## src/rtl/maxnet_feeder_pkg.sv

```systemverilog
// Shared types and constants for the Maxnet feeder: FSM states, beat and
// neuron counts, and the argmax index width.
package maxnet_feeder_pkg;

    localparam int NUM_BEATS   = 5;
    localparam int NUM_NEURONS = 4;
    localparam int IDX_W       = $clog2(NUM_NEURONS);
    localparam int BEAT_W      = 3;

    typedef enum logic [2:0] {
        ST_LOAD,
        ST_INIT,
        ST_START,
        ST_WAIT,
        ST_RESP
    } state_t;

endpackage

```

## src/rtl/maxnet_argmax_tracker.sv

```systemverilog
// Running unsigned maximum over the loaded activations. A strict greater-than
// compare keeps the lowest index on ties.
module maxnet_argmax_tracker
    import maxnet_feeder_pkg::*;
#(
    parameter int DATA_W = 32
) (
    input  logic              clk,
    input  logic              rst,
    input  logic              clear,
    input  logic              update,
    input  logic [DATA_W-1:0] value,
    input  logic [IDX_W-1:0]  index,
    output logic [IDX_W-1:0]  max_index
);

    logic [DATA_W-1:0] max_value;

    always_ff @(posedge clk or negedge rst) begin
        if (!rst) begin
            max_value <= '0;
            max_index <= '0;
        end else if (clear) begin
            max_value <= '0;
            max_index <= '0;
        end else if (update && (value > max_value)) begin
            max_value <= value;
            max_index <= index;
        end
    end

endmodule

```

## src/rtl/maxnet_feeder.sv

```systemverilog
// Loads epsilon and four activations into a Maxnet datapath, starts it,
// waits for convergence (or timeout) and hands back the survivor and argmax.
module maxnet_feeder
    import maxnet_feeder_pkg::*;
#(
    parameter int DATA_W  = 32,
    parameter int TIMEOUT = 1024
) (
    input  logic              clk,
    input  logic              rst,
    input  logic              s_valid,
    output logic              s_ready,
    input  logic [DATA_W-1:0] s_data,
    output logic [DATA_W-1:0] net_eps,
    output logic [DATA_W-1:0] net_a1,
    output logic [DATA_W-1:0] net_a2,
    output logic [DATA_W-1:0] net_a3,
    output logic [DATA_W-1:0] net_a4,
    output logic              net_load,
    output logic              net_start,
    input  logic              net_finish,
    input  logic [DATA_W-1:0] net_out,
    output logic              r_valid,
    input  logic              r_ready,
    output logic [DATA_W-1:0] r_value,
    output logic [1:0]        r_index,
    output logic              r_timeout
);

    localparam int CNT_W = $clog2(TIMEOUT) + 1;
    // The counter reaches TIMEOUT-1 on the increment made while it holds TIMEOUT-2.
    localparam logic [CNT_W-1:0] WAIT_LAST = CNT_W'(TIMEOUT - 2);

    state_t state, next_state;

    logic [BEAT_W-1:0]                  beat_cnt;
    logic [CNT_W-1:0]                   wait_cnt;
    logic [NUM_NEURONS-1:0][DATA_W-1:0] load_buf;
    logic                               accept;
    logic                               last_beat;
    logic                               expire;
    logic                               handshake;
    logic [IDX_W-1:0]                   act_index;

    assign accept    = s_valid && s_ready;
    assign last_beat = (beat_cnt == BEAT_W'(NUM_BEATS - 1));
    assign expire    = (wait_cnt == WAIT_LAST);
    assign handshake = r_valid && r_ready;
    assign act_index = IDX_W'(beat_cnt - BEAT_W'(1));

    always_ff @(posedge clk or negedge rst) begin
        if (!rst) begin
            state <= ST_LOAD;
        end else begin
            state <= next_state;
        end
    end

    always_comb begin
        next_state = state;
        s_ready    = 1'b0;
        net_load   = 1'b0;
        net_start  = 1'b0;
        r_valid    = 1'b0;
        case (state)
            ST_LOAD: begin
                s_ready = 1'b1;
                if (accept && last_beat) begin
                    next_state = ST_INIT;
                end
            end
            ST_INIT: begin
                net_load   = 1'b1;
                next_state = ST_START;
            end
            ST_START: begin
                net_start  = 1'b1;
                next_state = ST_WAIT;
            end
            ST_WAIT: begin
                if (net_finish || expire) begin
                    next_state = ST_RESP;
                end
            end
            ST_RESP: begin
                r_valid = 1'b1;
                if (r_ready) begin
                    next_state = ST_LOAD;
                end
            end
            default: next_state = ST_LOAD;
        endcase
    end

    // Beats are staged in load_buf so the datapath inputs stay put until a full new load lands.
    always_ff @(posedge clk or negedge rst) begin
        if (!rst) begin
            beat_cnt  <= '0;
            wait_cnt  <= '0;
            load_buf  <= '0;
            net_eps   <= '0;
            net_a1    <= '0;
            net_a2    <= '0;
            net_a3    <= '0;
            net_a4    <= '0;
            r_value   <= '0;
            r_timeout <= 1'b0;
        end else begin
            if (accept) begin
                if (last_beat) begin
                    beat_cnt <= '0;
                    net_eps  <= load_buf[0];
                    net_a1   <= load_buf[1];
                    net_a2   <= load_buf[2];
                    net_a3   <= load_buf[3];
                    net_a4   <= s_data;
                end else begin
                    beat_cnt                     <= beat_cnt + BEAT_W'(1);
                    load_buf[beat_cnt[IDX_W-1:0]] <= s_data;
                end
            end

            if (state == ST_START) begin
                wait_cnt <= '0;
            end else if (state == ST_WAIT) begin
                wait_cnt <= wait_cnt + CNT_W'(1);
            end

            if (state == ST_WAIT) begin
                if (net_finish) begin
                    r_value   <= net_out;
                    r_timeout <= 1'b0;
                end else if (expire) begin
                    r_value   <= '0;
                    r_timeout <= 1'b1;
                end
            end else if (handshake) begin
                r_value   <= '0;
                r_timeout <= 1'b0;
            end
        end
    end

    maxnet_argmax_tracker #(
        .DATA_W (DATA_W)
    ) u_argmax (
        .clk       (clk),
        .rst       (rst),
        .clear     (handshake),
        .update    (accept && (beat_cnt != '0)),
        .value     (s_data),
        .index     (act_index),
        .max_index (r_index)
    );

endmodule

```

## config.mk

```make
export PLATFORM = sky130hd
export DESIGN_NAME = maxnet_feeder
export DESIGN_NICKNAME = d
export VERILOG_FILES = /design/src/rtl/maxnet_feeder_pkg.sv /design/src/rtl/maxnet_argmax_tracker.sv /design/src/rtl/maxnet_feeder.sv
export SDC_FILE = /design/constraint.sdc
export NUM_CORES = 1
export LEC_CHECK = 0
export ABC_AREA = 1
export CAP_MARGIN = 20
export CORE_MARGIN = 4
export CORE_UTILIZATION = 55
export DETAILED_ROUTE_END_ITERATION = 10
export GPL_TIMING_DRIVEN = 0
export PLACE_DENSITY = 0.83
export SLEW_MARGIN = 10
export SYNTH_ARGS = -nofsm -noshare
export SYNTH_HDL_FRONTEND = slang
export SYNTH_SLANG_ARGS = --single-unit
```

## constraint.sdc

```tcl
create_clock -name clk -period 3.1 [get_ports clk]
set_input_delay 0.775 -clock clk [delete_from_list [all_inputs] [get_ports clk]]
set_output_delay 0.775 -clock clk [all_outputs]
set_load 0.03 [all_outputs]
```

# Word level (Yosys, flattened, before mapping)

Index checks and enable logic that the tools add are counted.

Flip-flop bits (word level): 372
Bits of input ports: 69
Output and inout port bits: 199
Word-level logic and storage cells: 75

Add/sub/neg operators: 3
$lt $le $gt $ge: 3
Equality and inequality tests: 10
Multiplexer cells: 26
Bitwise logic cells: 1
Reduce and logical (&&, ||, !) cells: 16

Operator list:

| operator                                                                      | number |
|---|---|
| 32-bit 2-to-1 mux                                                             | 7 |
| 128-bit bitwise mux                                                           | 1 |
| 32-bit demux with 2-bit select                                                | 1 |
| 32-bit > comparator                                                           | 1 |
| 11-bit 2-to-1 mux                                                             | 2 |
| 3-bit one-hot mux with 5 select lines                                         | 1 |
| 3-bit 2-to-1 mux                                                              | 4 |
| 11-bit by 1-bit adder with 11-bit output (second input constant)              | 1 |
| 11-bit by 10-bit == test with 1-bit output (second input constant)            | 1 |
| 1-bit 2-to-1 mux                                                              | 8 |
| 3-bit by 2-bit == test with 1-bit output (second input constant)              | 2 |
| 3-bit == test (second input constant)                                         | 2 |
| 1-bit logical AND                                                             | 6 |
| 2-bit != test (second input constant)                                         | 3 |
| 2-bit AND reduction                                                           | 3 |
| 2-bit nonzero test                                                            | 3 |
| 2-bit 2-to-1 mux                                                              | 2 |
| 3-bit by 1-bit adder with 3-bit output (second input constant)                | 1 |
| 3-bit by 1-bit == test with 1-bit output (second input constant)              | 1 |
| 3-bit zero test                                                               | 1 |
| 2-bit by 3-bit less-than comparator with 1-bit output (second input constant) | 1 |
| 3-bit != test (second input constant)                                         | 1 |
| 3-bit AND reduction                                                           | 1 |
| 3-bit nonzero test                                                            | 1 |
| 4 further kinds                                                               | 4 |

# Logic depth before layout (Yosys ltp)

Gate-level depths: netlist of the first run.

Depth in word-level cells: 7
Depth in mapped cells: 17
Depth with buffers taken out: 16

# Cells and area by module

Synthesis of the first run repeated with hierarchy kept, for this count alone.

Cells, all modules: 1674
Area, all modules: 15474.8 µm²

Modules (own cells, without submodules):

| module                | instances | cells an instance | area each (µm²) | seq. area each (µm²) |
|---|---|---|---|---|
| maxnet_feeder         | 1         | 1377              | 12948.7         | 8458.1 |
| maxnet_argmax_tracker | 1         | 297               | 2526.2          | 850.8 |

# Least setup slack after synthesis of the first run

OpenSTA, ideal clock, no wires.

Kind: input-to-reg
Start point: input s_data[23]
End point: register u_argmax.max_value[10]
Setup time: 0.118 ns
Arrival time: 2.010 ns
Required time: 2.982 ns
Slack: 0.972 ns
Cell stages on the path: 11
Path buffers: 1
Cell sequence: ha_1 nand2_1 nor2_1 nand4_1 nor2_2 nand2_1 nand2_2 nand2_4 buf_6 nand3_1 nand2_1

Word-level cells in the longest chain between the ends: 3

Ends and longest elaborated chain:

| item                                | RTL line                    | source |
|---|---|---|
| start, declared                     | maxnet_feeder.sv:13         | `input logic [DATA_W-1:0] s_data,` |
| 32-bit > comparator                 | maxnet_argmax_tracker.sv:26 | `end else if (update && (value > max_value)) begin` |
| 1-bit logical AND                   | maxnet_argmax_tracker.sv:26 |  |
| 2-bit nonzero test (no source line) | n/a                         |  |
| end signal, assigned                | maxnet_argmax_tracker.sv:27 | `max_value <= value;` |
| end, declared                       | maxnet_argmax_tracker.sv:17 | `logic [DATA_W-1:0] max_value;` |

No other way between the ends.
A chain may end at the register's enable or synchronous reset.

# Final worst setup path of the first run

Start point: register state[0]
End point: output net_start

Word-level cells in the longest chain between the ends: 2

Ends and longest elaborated chain:

| item                                     | RTL line            | source |
|---|---|---|
| start, declared                          | maxnet_feeder.sv:34 | `state_t state, next_state;` |
| start signal, assigned                   | maxnet_feeder.sv:55 | `state <= next_state;` |
| 3-bit by 2-bit == test with 1-bit output | maxnet_feeder.sv:65 | `case (state)` |
| 1-bit 2-to-1 mux                         | maxnet_feeder.sv:65 |  |
| end, declared                            | maxnet_feeder.sv:20 | `output logic net_start,` |

No other way between the ends.

==> out/qor.yml, run 1 <==
status:
  outcome: "complete, no violations"
floorplan:
  fp.coreArea_sq_mm: 0.02688
  dieArea_sq_mm: 0.02988
  fp.dieH_microns: 172.9
  start_util_pct: 55.62
  io_pins: 268
  fp-row-count: 60
  die_w_microns: 172.9
setup_path:
  crit_family: "buffers and inverters"
  slowest_delay_ns: 0.74
  critPathBufInv: 2
  crit_path_max_fanout: 3
  crit_chain: "nor2_2, inv_1, nor2_1, clkdlybuf4s50_1"
  cpMaxStageDelayCell: "clkdlybuf4s50_1"
  arrival_ns: 2.08
  criticalPathCategory: "register to output pin"
  worstSetupEndpointType: "output pin"
  cp.required_ns: 2.32
  cp-start-kind: "register"
sta:
  slew_viol_final: 0
  rsz0062_at_grt: "no"
  slew_headroom_pct: 57.37
  setup_viol: 0
  hold_violations: 0
  min_period_ns: 2.857
  max_freq_mhz: 350.1
  hold-worst-slack_ns: 0.1496
  period_share_pct: 92.15
  fin_worst_skew_ns: 0.009925
  worstMarginPinSlew_ns: 0.6395
pwr:
  combPwrFrac_pct: 40.3
  switching_share_pct: 39.61
  powerDensity_mw_per_mm2: 1094
  ir_worst_vdd_mv: 0.5958
  netSwitchingPower_mw: 8.360
  seq_power_share_pct: 39.3
  p_int_mw: 12.74
  clkPwrFrac_pct: 20.4
  leakagePower_nw: 9.843
clock_network:
  clk_latency_ns: 0.52
  cts_tree: "done"
  cts_max_path_buffers: 3
  cts.reportedPaths.clkPinSlew_ns: 0.06
  cts_root_buf: "clkbuf_16"
  cts_setup_buffers: 0
  cts.sinks: 372
  ctsResizeCount: 0
  cts_made_buffers: 37
  cts_hold_buffers: 0
  htree_levels: 2
drt:
  wl_per_cell_microns: 18.75
  drc_errors: 0
  top_layer_used: "met5"
  vias_per_cell: 5.551
  routed-wl-met3_mm: 3.750
  wl_met2_mm: 20.54
  drtAntennaViolNets: 0
  drt_iter0_markers: 1117
  drt_first_pass_iters: 6
  wl_mm: 42.24
  vias: 12501
  wl_met1_mm: 16.12
cells_and_area:
  fin_area_sq_mm: 0.01929
  nets: 1993
  drive_gt1_share_pct: 7.906
  synthToLayoutAreaGrowth_pct: 29.05
place:
  place.port_buffers: 267
  detailed_place_hpwl_mm: 29.94
  dpl_cell_area_sq_mm: 0.01813
  gp_congestion: 0.8994
hold_path:
  hp-class: "input port to async pin"
grt:
  grt_max_degree: 120
  antenna_found_initial: 5
  grt_pass1_vias: 12671
  grt_util_all_layers_pct: 27.78
  grt_pass1_wl_mm: 67.13
  grt-ovfl-total: 0
yosys:
  syn_area_per_cell_sq_um: 9.479
  yosysSeqAreaShare_pct: 62.28
  syn_inst: 1577
  syn_nets: 1684
  synth_seq_cells: 372
  yosysWarnings: 0
  synthDistinctLibCells: 31
  synth.cell_area_sq_mm: 0.01495
run:
  drv_cap: 0
==> area by class of cell <==
class                      count  area (sq um)
fill                        1941          7585
clock buffer                  51          1059
sequential                   372          9309
multi-input combinational   1031          4807
tap                          341         426.7
timing repair buffer         270          2760
antenna                        1         2.502
inverter                      95         356.6
buffer                        79         475.5
clock inverter                12         95.09
==> flip-flops by register name (all words and copies together) (netlist names), 11 cells and up <==
register	flops
wait_cnt	11
u_argmax.max_value	32
load_buf	128
net_a4	32
net_eps	32
net_a1	32
r_value	32
net_a2	32
net_a3	32
==> layout by cell type, fill, tap and decap left out, types with 2 or more instances in the layout <==
cell type	count
clkbuf_16	37
clkbuf_1	12
o21ai_0	152
inv_2	4
nand4_1	5
nand2_1	646
buf_4	10
a22o_1	32
inv_1	91
clkinv_2	8
nand3b_1	2
a21oi_1	18
nor2_2	3
buf_2	41
mux2i_1	3
clkbuf_2	12
nor2_1	25
buf_6	10
nand2_2	5
buf_16	3
clkbuf_8	8
nand3_1	74
ha_1	38
o21ai_1	18
clkdlybuf4s50_1	266
dfrtp_1	372
==> worst paths after layout <==
kind	start	to	slack (ns)	cells after the start
setup reg to reg	u_argmax.max_value[17]	u_argmax.max_value[20]	0.79	14
max in group asynchronous	rst	load_buf[73]	1.60	3
hold reg to reg	net_a3[12]	net_a3[12]	0.47	2
min in group clk	net_a3[12]	net_a3[12]	0.47	2
setup / recovery	state[0]	net_start	0.24	4
hold / removal	rst	net_a3[26]	0.15	1
==> per-stage QoR <==
step | total power [mW] | setup WS [ns] | TNS, ns | utilization, % | std cells
3_5_place_dp | 16.75 | 0.06229 | 0 | 67.48 | 2188
4_1_cts | 21.15 | 0.2485 | 0 | 71.77 | 2251
6_report | 21.10 | 0.2434 | 0 | 71.78 | 2252
5_1_grt | 22.24 | 0.1841 | 0 | 71.77 | 2251
3_3_place_gp | 16.39 | -14.27 | -5295.72 | 67.15 | 2185
2_1_floorplan | 12.96 | 0.9724 | 0 | - | 1577
==> cells by family after synthesis <==
group	Yosys count	share of synthesized area (%)
compound gates	226	8.546
flops	372	62.28
fa+ha+maj	38	3.181
simple gates	763	20.16
buf+inv	174	5.566
mux	4	0.2762
==> layer usage <==
metal  vias to the layer above  GRT usage, %
li1                       5659             -
met1                      6122         35.05
met2                       575         46.63
met3                       135         7.564
met4                        10         9.943
met5                         -             0
==> synthesized netlist by cell type <==
library cell | count | area (sq um)
nand2_1 | 646 | 2425
dfrtp_1 | 372 | 9309
o21ai_0 | 152 | 760.7
inv_1 | 91 | 341.6
nand3_1 | 74 | 370.4
buf_2 | 41 | 205.2
ha_1 | 38 | 475.5
a22o_1 | 32 | 280.3
nor2_1 | 25 | 93.84
a21oi_1 | 18 | 90.09
o21ai_1 | 18 | 90.09
clkbuf_2 | 12 | 60.06
buf_4 | 10 | 75.07
buf_6 | 10 | 112.6
clkbuf_1 | 6 | 22.52
nand2_2 | 5 | 31.28
nand4_1 | 5 | 31.28
inv_2 | 4 | 15.01
mux2i_1 | 3 | 30.03
nor2_2 | 3 | 18.77
nand3b_1 | 2 | 15.01
a211oi_1 | 1 | 7.510
a21o_1 | 1 | 7.510
a21oi_2 | 1 | 8.760
a21oi_4 | 1 | 16.27
and3_1 | 1 | 6.260
mux2_2 | 1 | 11.26
nand2_4 | 1 | 11.26
nor3_2 | 1 | 10.01
o21a_1 | 1 | 7.510
o41ai_1 | 1 | 8.760
==> worst reg2reg max path: cells and delay by family (launching register included) <==
| family | cells | cell delay, ns |
|---|---|---|
| adders and majority gates | 1 | 0.31 |
| AOI/OAI and AO/OA | 1 | 0.31 |
| DFF | 1 | 0.35 |
| buffers and inverters | 2 | 0.23 |
| and+or+nand+nor | 10 | 1.05 |
==> power groups by stage <==
stage	Clock (mW)	Combinational (mW)	Sequential, mW
final	4.30	8.50	8.30
after floorplan	0	2.87	10.1
after global routing	4.56	9.20	8.48
after detailed placement	0	8.46	8.29
after global placement	0	8.14	8.25
after CTS	4.34	8.55	8.26
Power figures use the tool's default switching activity.
==> run 2, diff against run 1 <==
--- a/config.mk
+++ b/config.mk
@@ -11,7 +11,7 @@
 export CORE_UTILIZATION = 55
 export DETAILED_ROUTE_END_ITERATION = 10
 export GPL_TIMING_DRIVEN = 0
-export PLACE_DENSITY = 0.83
+export PLACE_DENSITY = 0.89
 export SLEW_MARGIN = 10
 export SYNTH_ARGS = -nofsm -noshare
 export SYNTH_HDL_FRONTEND = slang
==> run 2 against run 1 <==
Against the previous run: register-to-register slack gained 0.16 ns; sequential share of layout area shrank 0.22 points; highest routed layer unchanged; non-clock buffer count is the same; first-iteration DRC count grew 0.81%; sequential power is essentially flat; design area grew 0.47%; setup slack lost 0.024 ns; cell count is essentially flat; clock skew grew 0.0078 ns; clock power grew 7.2%; worst hold slack gained 0.013 ns.
==> out/qor.yml, run 2 (same netlist as run 1, synthesis figures left out) <==
clock_network:
  cts_hold_buffers: 0
  cts.sinks: 372
  cts.reportedPaths.clkPinSlew_ns: 0.06
  htree_levels: 2
  cts_root_buf: "clkbuf_16"
  ctsResizeCount: 0
  cts_max_path_buffers: 3
  cts_tree: "done"
  cts_setup_buffers: 0
  cts_made_buffers: 38
  clk_latency_ns: 0.53
sta:
  rsz0062_at_grt: "no"
  fin_ws_ns: 0.2190
  finalSetupTns_ns: 0
  hold_violations: 0
  max_freq_mhz: 347.1
  setup_viol: 0
  fin_worst_skew_ns: 0.01776
  slew_viol_final: 0
  min_period_ns: 2.881
  slew_headroom_pct: 59.57
  worstMarginPinSlew_ns: 0.6064
  period_share_pct: 92.93
drt:
  wl_mm: 42.98
  drt_first_pass_iters: 5
  vias_per_cell: 5.573
  drtAntennaViolNets: 0
  vias: 12562
  drt_iter0_markers: 1126
  drc_errors: 0
  wl_per_cell_microns: 19.07
cells_and_area:
  regMostFlops: "load_buf"
  synthToLayoutAreaGrowth_pct: 29.66
  drive_gt1_share_pct: 7.741
  nets: 1994
  mostFrequentLayoutCell: "nand2_1"
  final_cell_mix: "nand2_1, dfrtp_1, clkdlybuf4s50_1"
  largest_register_ffs: 128
  fin_cells: 2254
setup_path:
  cp.required_ns: 2.32
  cp-start-kind: "register"
  arrival_ns: 2.11
  r2r_end: "u_argmax.max_value[23]"
  criticalPathCategory: "register to output pin"
  r2r_slack_ns: 0.95
  crit_path_max_fanout: 3
  worstSetupEndpointType: "output pin"
  cp.depth: 4
  slowest_delay_ns: 0.75
  critPathBufInv: 2
  crit_chain: "nor2_2, inv_1, nor2_1, clkdlybuf4s50_1"
  cpMaxStageDelayCell: "clkdlybuf4s50_1"
  r2r_cells: 12
  timing.rr.start: "u_argmax.max_value[31]"
  crit_family: "buffers and inverters"
grt:
  grt_pass1_vias: 13073
  antenna_found_initial: 2
  grt-ovfl-total: 0
  grt_max_degree: 121
  grt_util_all_layers_pct: 28.36
  grt_pass1_wl_mm: 68.46
status:
  outcome: "complete, no violations"
pwr:
  powerDensity_mw_per_mm2: 1106
  ir_worst_vdd_mv: 0.6318
  leakagePower_nw: 9.877
run:
  drv_cap: 0
floorplan:
  io_pins: 268
  dieArea_sq_mm: 0.02988
  die_w_microns: 172.9
  fp-row-count: 60
  fp.dieH_microns: 172.9
  fp.coreArea_sq_mm: 0.02688
  start_util_pct: 55.62
hold_path:
  hp-class: "input port to async pin"
place:
  place.port_buffers: 267
  gp_congestion: 0.8834
  placedCellCount: 2188
  pre_cts_ws_ns: 0.06289
  detailed_place_hpwl_mm: 30.25
run 2: power breakdown:
part | switching, mW | internal (mW)
clock | 1.86 | 2.75
combinational | 5.19 | 3.34
sequential | 1.35 | 6.94
run 2: final cells by class:
type | count | area, sq um
repair buffers | 270 | 2760
well taps | 341 | 426.7
diodes | 1 | 2.502
flip-flops and latches | 372 | 9309
multi-input cells | 1031 | 4807
clock inverters | 10 | 168.9
plain buffers | 79 | 475.5
inverters | 95 | 356.6
fillers | 1853 | 7495
clock buffers | 55 | 1075
run 2: worst reg2reg max path, delay by kind of cell (launching register included):
family / cells / cell delay, ns
adder cells (fa/ha/maj): 1 / 0.28
AND/OR/NAND/NOR: 9 / 1.18
buffers and inverters: 2 / 0.23
flip-flops: 1 / 0.36
run 2: through the flow:
stage | utilization [%] | total power [mW] | cell area (sq um) | hold WS (ns)
global placement | 67.15 | 16.35 | 18050 | 0.4503
CTS | 72.10 | 21.46 | 19380 | 0.1813
finish | 72.11 | 21.43 | 19380 | 0.1625
floorplan | - | 12.96 | 14950 | 0.4358
detailed placement | 67.48 | 16.75 | 18130 | 0.4563
global route | 72.10 | 22.54 | 19380 | 0.1975
run 2: how the worst max path moves through the flow:
stage	slack, ns	start	to
5_1_grt	0.14	state[0]	net_start
3_5_place_dp	0.06	s_data[30]	u_argmax.max_value[3]
4_1_cts	0.23	state[0]	net_start
6_report	0.22	state[0]	net_start
3_3_place_gp	-14.07	rst	net_eps[8]
2_1_floorplan	0.97	s_data[23]	u_argmax.max_value[10]
run 2: routing by layer:
layer	vias to the layer above	global-route usage, %	routed length, microns
met5	-	0	27
met4	4	11.51	1964
met3	142	6.734	3429
met2	585	48.99	21090
met1	6192	34.57	16470
li1	5639	-	-
==> run 3, diff against run 2 <==
--- a/config.mk
+++ b/config.mk
@@ -7,11 +7,13 @@
 export LEC_CHECK = 0
 export ABC_AREA = 1
 export CAP_MARGIN = 20
+export CELL_PAD_IN_SITES_DETAIL_PLACEMENT = 0
+export CELL_PAD_IN_SITES_GLOBAL_PLACEMENT = 1
 export CORE_MARGIN = 4
-export CORE_UTILIZATION = 55
+export CORE_UTILIZATION = 43
 export DETAILED_ROUTE_END_ITERATION = 10
 export GPL_TIMING_DRIVEN = 0
-export PLACE_DENSITY = 0.89
+export PLACE_DENSITY = 0.91
 export SLEW_MARGIN = 10
 export SYNTH_ARGS = -nofsm -noshare
 export SYNTH_HDL_FRONTEND = slang
==> run 3 against run 2 <==
Against the previous run: fmax rose by 2.2%; combinational power fell by 2%; register-to-register slack improved by 0.05 ns; setup slack improved by 0.062 ns; clock-buffer cell count rose by 1; design area rose by 1.2%; global-route usage fell by 6.7 points; critical path depth did not move; core utilization fell by 15 points; die area rose by 27%; non-clock buffer count did not move; critical path type unchanged; critical endpoint unchanged.
==> out/qor.yml, run 3 (same netlist as run 1, synthesis figures left out) <==
status:
  outcome: "complete, no violations"
sta:
  finalSetupTns_ns: 0
  min_period_ns: 2.819
  max_freq_mhz: 354.7
  slew_headroom_pct: 53.84
  fin_ws_ns: 0.2806
  period_share_pct: 90.95
  fin_worst_skew_ns: 0.01496
  setup_viol: 0
  rsz0062_at_grt: "no"
  hold_violations: 0
  slew_viol_final: 0
  worstMarginPinSlew_ns: 0.6924
drt:
  drt_first_pass_iters: 5
  drtAntennaViolNets: 0
  wl_met1_mm: 17.66
  vias: 11831
  wl_met2_mm: 19.72
  vias_per_cell: 4.990
  drc_errors: 0
  wl_per_cell_microns: 17.45
  drt_iter0_markers: 751
  wl_mm: 41.38
  routed-wl-met3_mm: 2.922
  top_layer_used: "met5"
grt:
  grt_pass1_wl_mm: 66.05
  grt_util_all_layers_pct: 21.67
  antenna_found_initial: 6
  grt_max_degree: 111
  grt_pass1_vias: 12017
  grt-ovfl-total: 0
clock_network:
  ctsResizeCount: 0
  cts_max_path_buffers: 3
  clk_latency_ns: 0.53
  cts_root_buf: "clkbuf_16"
  cts_tree: "done"
  htree_levels: 2
  cts.sinks: 372
  cts_hold_buffers: 0
  cts_setup_buffers: 0
  cts_made_buffers: 40
  cts.reportedPaths.clkPinSlew_ns: 0.06
cells_and_area:
  largest_register_ffs: 128
  drive_gt1_share_pct: 8.042
  regMostFlops: "load_buf"
  mostFrequentLayoutCell: "nand2_1"
  final_cell_mix: "nand2_1, dfrtp_1, clkdlybuf4s50_1"
  synthToLayoutAreaGrowth_pct: 31.23
  nets: 1996
  n_fill_cell: 3060
  fin_area_sq_mm: 0.01962
floorplan:
  fp.dieH_microns: 194.5
  die_w_microns: 194.5
  dieArea_sq_mm: 0.03781
  start_util_pct: 43.38
  fp-row-count: 68
  fp.coreArea_sq_mm: 0.03446
  io_pins: 268
place:
  pre_cts_ws_ns: 0.09794
  gp_congestion: 0.8615
  detailed_place_hpwl_mm: 30.23
  place.port_buffers: 267
  dpl_cell_area_sq_mm: 0.01828
setup_path:
  worstSetupEndpointType: "output pin"
  criticalPathCategory: "register to output pin"
  crit_path_max_fanout: 3
  arrival_ns: 2.04
  cp-start-kind: "register"
  cp.required_ns: 2.32
run:
  drv_cap: 0
pwr:
  leakagePower_nw: 9.916
  powerDensity_mw_per_mm2: 1091
  ir_worst_vdd_mv: 0.6509
hold_path:
  hp-class: "input port to async pin"
==> run 3: changes by cell type in the layout (fill, tap and decap cells not counted) <==
cell,delta
clkinv_4,+1
clkinv_8,-1
clkinv_2,-2
clkinvlp_4,+2
clkbuf_8,+1
clkbuf_1,-3
clkbuf_16,+3
inv_6,+2
==> run 3: path summary, 6_finish.rpt <==
path	to	startpoint	slack (ns)	depth (start not counted)
max	net_start	state[0]	0.28	4
min	wait_cnt[4]	rst	0.21	1
max reg2reg	u_argmax.max_value[7]	u_argmax.max_value[31]	1.00	12
min reg2reg	wait_cnt[10]	wait_cnt[10]	0.47	1
max in group asynchronous	net_eps[9]	rst	1.49	3
min in group clk	wait_cnt[10]	wait_cnt[10]	0.47	1
==> run 3: worst max-delay path, cell delays in order (launching register included) <==
cell and delay [ns]:
dfrtp_1 0.41, nor2_2 0.10, inv_1 0.07, nor2_1 0.22
clkdlybuf4s50_1 0.73
==> run 3: report_power, final <==
group	internal [mW]	total [mW]	switching, mW	leakage, nW
clock network	2.93	4.83	1.89	0.648
logic	3.33	8.35	5.01	4.44
registers	6.94	8.23	1.30	4.83
total	13.2	21.4	8.21	9.92
==> run 3: cell type report <==
class / count / area, sq um / share of cell area (%)
diodes: 1 / 2.502 / 0.01276
plain buffers: 79 / 475.5 / 2.424
clock buffers: 56 / 1152 / 5.875
clock inverters: 12 / 183.9 / 0.9376
inverters: 95 / 356.6 / 1.818
multi-input cells: 1031 / 4807 / 24.51
flip-flops and latches: 372 / 9309 / 47.46
well taps: 455 / 569.3 / 2.902
repair buffers: 270 / 2760 / 14.07
==> run 3: per-layer routing <==
metal | vias up | track usage (%)
li1 | 5666 | -
met1 | 5736 | 29.08
met2 | 342 | 35.72
met3 | 77 | 5.443
met4 | 10 | 5.313
met5 | - | 0
==> run 3: through the flow <==
step / util (%) / instances / hold slack (ns) / power [mW]
final: 56.93 / 2371 / 0.2060 / 21.41
after global routing: 56.92 / 2370 / 0.2497 / 22.72
after CTS: 56.92 / 2370 / 0.2284 / 21.60
after detailed placement: 53.04 / 2302 / 0.4571 / 16.70
after global placement: 52.79 / 2299 / 0.4499 / 16.47
after floorplan: - / 1577 / 0.4358 / 12.96
